$ cat src/rtl/dm_arbiter.sv
// Two-master data-memory arbiter: fixed CPU priority with a starvation-forced grant for master 1.
// Grant is combinational in the request cycle; read data returns registered one cycle later; losers stall on gnt low.
module dm_arbiter #(
    parameter int unsigned STARVE_LIMIT = 4,
    parameter int unsigned CNT_W        = (STARVE_LIMIT < 1) ? 1 : $clog2(STARVE_LIMIT + 1)
) (
    input  logic        clk,
    input  logic        reset,

    input  logic        m0_req,
    input  logic        m0_we,
    input  logic [31:0] m0_addr,
    input  logic [31:0] m0_wdata,
    input  logic [2:0]  m0_type,
    output logic        m0_gnt,
    output logic        m0_rvalid,
    output logic [31:0] m0_rdata,

    input  logic        m1_req,
    input  logic        m1_we,
    input  logic [31:0] m1_addr,
    input  logic [31:0] m1_wdata,
    input  logic [2:0]  m1_type,
    output logic        m1_gnt,
    output logic        m1_rvalid,
    output logic [31:0] m1_rdata,

    output logic        dm_we,
    output logic [31:0] dm_addr,
    output logic [31:0] dm_din,
    output logic [2:0]  dm_type,
    input  logic [31:0] dm_dout
);

    localparam logic [CNT_W-1:0] LIMIT = CNT_W'(STARVE_LIMIT);

    logic [CNT_W-1:0] cnt_q, cnt_d;
    logic             m0_rvalid_q, m0_rvalid_d;
    logic             m1_rvalid_q, m1_rvalid_d;
    logic [31:0]      m0_rdata_q, m0_rdata_d;
    logic [31:0]      m1_rdata_q, m1_rdata_d;
    logic             gnt0, gnt1;

    // Grants are gated by reset so nothing reaches dm while the block is held.
    always_comb begin
        gnt0 = 1'b0;
        gnt1 = 1'b0;
        if (!reset) begin
            if (m1_req && (cnt_q == LIMIT)) begin
                gnt1 = 1'b1;
            end else if (m0_req) begin
                gnt0 = 1'b1;
            end else if (m1_req) begin
                gnt1 = 1'b1;
            end
        end
    end

    always_comb begin
        dm_we   = 1'b0;
        dm_addr = 32'd0;
        dm_din  = 32'd0;
        dm_type = 3'd0;
        if (gnt0) begin
            dm_we   = m0_we;
            dm_addr = m0_addr;
            dm_din  = m0_wdata;
            dm_type = m0_type;
        end else if (gnt1) begin
            dm_we   = m1_we;
            dm_addr = m1_addr;
            dm_din  = m1_wdata;
            dm_type = m1_type;
        end
    end

    always_comb begin
        cnt_d = cnt_q;
        if (!m1_req || gnt1) begin
            cnt_d = '0;
        end else if (cnt_q != LIMIT) begin
            cnt_d = cnt_q + CNT_W'(1);
        end
    end

    always_comb begin
        m0_rvalid_d = gnt0 & ~m0_we;
        m1_rvalid_d = gnt1 & ~m1_we;
        m0_rdata_d  = m0_rvalid_d ? dm_dout : m0_rdata_q;
        m1_rdata_d  = m1_rvalid_d ? dm_dout : m1_rdata_q;
    end

    always_ff @(posedge clk or posedge reset) begin
        if (reset) begin
            cnt_q       <= '0;
            m0_rvalid_q <= 1'b0;
            m1_rvalid_q <= 1'b0;
            m0_rdata_q  <= 32'd0;
            m1_rdata_q  <= 32'd0;
        end else begin
            cnt_q       <= cnt_d;
            m0_rvalid_q <= m0_rvalid_d;
            m1_rvalid_q <= m1_rvalid_d;
            m0_rdata_q  <= m0_rdata_d;
            m1_rdata_q  <= m1_rdata_d;
        end
    end

    assign m0_gnt    = gnt0;
    assign m1_gnt    = gnt1;
    assign m0_rvalid = m0_rvalid_q;
    assign m1_rvalid = m1_rvalid_q;
    assign m0_rdata  = m0_rdata_q;
    assign m1_rdata  = m1_rdata_q;

endmodule

$ cat config.mk
export PLATFORM = sky130hd
export DESIGN_NAME = dm_arbiter
export DESIGN_NICKNAME = d
export VERILOG_FILES = /design/src/rtl/dm_arbiter.sv
export SDC_FILE = /design/constraint.sdc
export NUM_CORES = 1
export LEC_CHECK = 0
export CORE_AREA = 2 2 120 122
export DETAILED_ROUTE_END_ITERATION = 8
export DIE_AREA = 0 0 122 124
export PLACE_DENSITY_LB_ADDON = 0.3
export SYNTH_ARGS = -nofsm -noshare
export SYNTH_HDL_FRONTEND = slang
export SYNTH_SLANG_ARGS = --single-unit
$ cat constraint.sdc
create_clock -name clk -period 7.3 [get_ports clk]
set_input_delay 2.19 -clock clk [delete_from_list [all_inputs] [get_ports clk]]
set_output_delay 2.19 -clock clk [all_outputs]
set_load 0.01 [all_outputs]
* Word level (Yosys, flattened, before mapping)
Cells that the tools add are included.
W data, S select, Z words.
** Storage, ports and cells
- Flip-flop bits (word level) :: 69
- Latch bits :: 0
- Bits in writable memories :: 0
- Bits in read-only memories :: 0
- Output and inout port bits :: 136
- Word-level logic and storage cells :: 33
- Memories :: 0
** Cells by class
- $add $sub $neg :: 1
- $mul :: 0
- Divide/modulo/power cells :: 0
- Order comparisons :: 0
- Equality and inequality tests :: 2
- Shift-type cells :: 0
- Muxes and demuxes :: 17
- Bitwise logic cells :: 4
- Reductions and logical operators :: 4
** Operators with widths (number)
- $mux W32 :: 4
- $mux W3 :: 4
- $mux W1 :: 9
- $add A3 B1 Y3 const B :: 1
- $eq A3 B3 Y1 const B :: 1
- $ne A3 B3 Y1 const B :: 1
- $and A1 B1 Y1 :: 2
- $not A1 Y1 :: 2
- $reduce_bool A2 Y1 :: 1
- $logic_and A1 B1 Y1 :: 1
- $logic_not A1 Y1 :: 1
- $logic_or A1 B1 Y1 :: 1

* Longest topological paths before layout
- Depth in word-level cells :: 6
- Depth in mapped cells :: 8
- Depth with buffers taken out :: 5

* Worst setup path after synthesis
No wires, ideal clock.
- Kind :: input to output
- From :: input reset
- To :: output dm_addr[12]
- Data arrival time :: 4.712 ns
- Data required time :: 5.110 ns
- Setup slack :: 0.398 ns
- Stages :: 5
- Cell sequence :: inv_1 > and3_1 > clkbuf_1 > clkbuf_1 > a22o_1
** On the way
- Elaborated cells between the ends (all ways) :: 4
- Classes of those cells :: mux (4)
** RTL lines
- from (decl) :: line 8 : input logic reset,
- $mux W1 :: line 48 : if (!reset) begin
- net m0_gnt :: line 15 : output logic m0_gnt,
- $mux W32 :: line 64 : if (gnt0) begin
- to (decl) :: line 29 : output logic [31:0] dm_addr,
The timed path passes the listed nets, and every way through them passes these cells.

* Final worst setup path
- From :: input reset
- To :: output dm_addr[26]
** On the way
- Cells in the longest elaborated chain, start to end :: 3
- Elaborated cells between the ends (all ways) :: 4
- Classes of those cells :: mux (4)
** Ends and longest elaborated chain
- $mux W1 :: line 48
- $mux W32 :: line 69 : end else if (gnt1) begin
- $mux W32 * :: line 64
Every way passes the cells marked *; elsewhere a longest branch is shown, timed or not.

==> results <==
-- per-layer routing --
metal | global-route usage, % | up-vias | wire [microns]
li1 | - | 1562 | -
met3 | 6.181 | 16 | 1471
met2 | 31.70 | 189 | 7874
met5 | 0 | - | 0
met1 | 26.59 | 1683 | 6647
met4 | 6.466 | 0 | 314
-- cell usage after synthesis --
cell type / count / area [sq um]
o211ai_1: 2 / 15.01
nand2_1: 2 / 7.510
nor3_1: 1 / 5.000
and3_1: 1 / 6.260
mux2_1: 2 / 22.52
a211oi_4: 1 / 20.02
inv_1: 5 / 18.77
nand4_1: 2 / 12.51
buf_2: 8 / 40.04
clkbuf_1: 6 / 22.52
a21oi_1: 3 / 15.01
a22o_1: 68 / 595.6
buf_4: 3 / 22.52
nor3b_1: 1 / 7.510
nand2_2: 1 / 6.260
nand3_1: 1 / 5.000
o21ai_0: 1 / 5.000
dfrtp_1: 69 / 1727
buf_6: 4 / 45.04
mux2_2: 62 / 698.2
nand2b_1: 1 / 6.260
ha_1: 2 / 25.02
nor2_1: 1 / 3.750
-- flip-flops by register name, indices dropped and copies added, names as in the netlist --
| name | count |
|---|---|
| m0_rdata | 32 |
| m1_rdata | 32 |
| cnt_q | 3 |
| m0_rvalid | 1 |
| m1_rvalid | 1 |
-- worst max-delay path, stage by stage --
cell and delay (ns):
clkdlybuf4s50_1 0.54, nand2b_1 0.30, a21oi_4 0.22, buf_12 0.30, a22o_1 0.20, clkdlybuf4s50_1 0.57
-- layout make-up --
cell class / count / area, sq um / share of cell area [%]
Clock inverter: 6 / 46.29 / 0.6741
Tap cell: 180 / 225.2 / 3.279
Antenna cell: 3 / 7.507 / 0.1093
Timing Repair Buffer: 312 / 3136 / 45.65
Sequential cell: 69 / 1727 / 25.14
Multi-Input combinational cell: 152 / 1469 / 21.39
Clock buffer: 10 / 239.0 / 3.480
Inverter: 5 / 18.77 / 0.2733
-- logic make-up (layout without fill, tap and decap cells) --
family / count (synthesis) / in the layout / synth area share, %
other cells: 0 / 3 / 0
flops: 69 / 69 / 51.82
mux: 64 / 64 / 21.63
fa+ha+maj: 2 / 2 / 0.7509
buf+inv: 26 / 333 / 4.469
compound gates: 75 / 75 / 19.53
simple gates: 11 / 11 / 1.803
-- power by group --
group	leakage [nW]	switching [mW]	internal, mW
logic	1.79	0.171	0.319
registers	0.829	0.0393	0.458
clock network	0.141	0.173	0.242
-- path summary, 6_finish.rpt --
kind / startpoint / end / slack (ns) / depth (start not counted)
max: reset / dm_addr[26] / 0.76 / 6
min: m0_rdata[8] / m0_rdata[8] / 0.50 / 1
max reg2reg: cnt_q[0] / m1_rdata[14] / 5.04 / 6
min reg2reg: m0_rdata[8] / m0_rdata[8] / 0.50 / 1
max in group asynchronous: reset / m0_rdata[15] / 4.05 / 3
min in group asynchronous: reset / cnt_q[2] / 2.64 / 3
==> summary.md <==
Cells with a size suffix above 1 make up 15.88% of the layout. In this run the count of I/O pins placed on the die edge is 308. At the worst endpoint, the required time is 5.11 ns.

The synthesized net count is 421, and the overall power is 1.403 mW. The run finished with clean final reports. The final layout contains routed wiring with a total length of 16310 microns. For this run, the detailed router's first-pass iteration total came to 4.

The maximum clock frequency was 152.9 MHz; the worst hold slack was 0.5041 ns. Input and output buffers added on the ports amount to 307. For the max-slew violation total from the final report, the log shows 0. Detailed placement finished with a half-perimeter wire length of 13450 microns. During synthesis, Yosys emitted a total of 0 warnings. The number of filler cells placed in the layout came out at 1244. The first-pass GRT wire length was 22150 microns. For the number of hold buffers added after cts, the log shows 0. Post-CTS timing repair inserted 0 buffers for setup. The number of cell rows is 43, and the final-stage net count is 723. Including well taps, the total number of placed cells is 718. Setup violations remaining at the end of the flow were counted as 0.

The type of element launching the critical path is an input port. For the placed standard-cell area, the log shows 0.006575 sq mm. In this run, the number of DRC markers left after iteration 0 of detailed routing was 204. Counting along the longest clock path gives a buffer depth of 2. The period utilization is 89.61%, and the sum of overflow across all layers after global routing is 0. The logs give 0.32 ns for the clock latency on the worst-skew pair and 51.82% for the sequential element share of the synthesized area.

The tree is rooted in a clkbuf_16. The pre-CTS worst setup slack is 0.7765 ns. The post-synthesis register bit count is 69. Counting distinct cell types in the post-synthesis netlist gives 23. Summing all non-filler instances in the final layout gives an area of 0.006868 sq mm. TritonCTS built the clock tree.

The run gives 3450 as the count of vias placed by the detailed router. Each instance of the synthesized netlist takes up on average 13.49 sq um. The tools report the number of failing hold endpoints at the final stage as 0.

The tree built by TritonCTS fans out to 69 sinks. The congestion estimate from routability-driven global placement came to 0.8056. The cell area that synthesis handed to floorplanning was 0.003332 sq mm. Worst path setup slack after routing: 0.7587 ns.

The worst pin sits at a relative slew slack of 40.11%. In this run the worst path has a maximum fanout of 68. The number of global-route vias before repair is 3504. The initial cell density of the core came out at 24.29%. The post-cts gate resize count came out at 0. Synthesis handed over a netlist of 247 instances.

After detailed routing, the number of remaining DRC violations is 0. The die is 124 microns tall. The clock transition time at the flip-flop clock pins of the worst setup and hold paths works out to 0.06 ns.

The library cell used most frequently in the layout, excluding fill and tap cells, is clkdlybuf4s50_1. Global routing used 20.18% of the available tracks. In this run the power density over the cells is 204.3 mW/mm^2.

The run gives 737 as the number of non-filler instances in the completed layout. For the deepest level of the CTS H-tree, the log shows 3. The worst-case IR drop observed on VDD is 0.1497 mV. The classification of the worst-slack hold path was reg2reg.

The die area was 0.01513 sq mm; the utilization after layout was 50.06%. The worst setup path is of the in2out kind. The run gives 3 as the initial antenna violation count.

Between clock sinks in the finished design, the worst skew comes to 0.005224 ns. The worst setup path is captured at an output port. The average vias per placed instance came out at 4.681.

Area overhead of the layout relative to synthesis: 106.1%. Leaving out fill and tap cells, the most frequent cells in the layout are clkdlybuf4s50_1, dfrtp_1, a22o_1. The minimum clock period is 6.541 ns.

Summed over all cells, the static leakage comes to 2.761 nW. The actual transition at the worst max-transition pin works out to 0.8983 ns. The die is 122 microns wide. After detailed routing, the average wire length per cell comes to 22.13 microns. Setup repair after global routing left no endpoint under its margin. The logs give 0.01372 sq mm for the placeable core area and 4.35 ns for the data arrival time of the critical path. For the largest net degree at the start of global routing, the log shows 70. The logs give 9 for the total clock buffers created by CTS and 0 for the max-cap violation count. Once detail routing completed, the nets flagged for antenna violations numbered 0.

Summed over all failing endpoints, the final setup total negative slack is 0 ns.
Power figures use the tool's default switching activity.
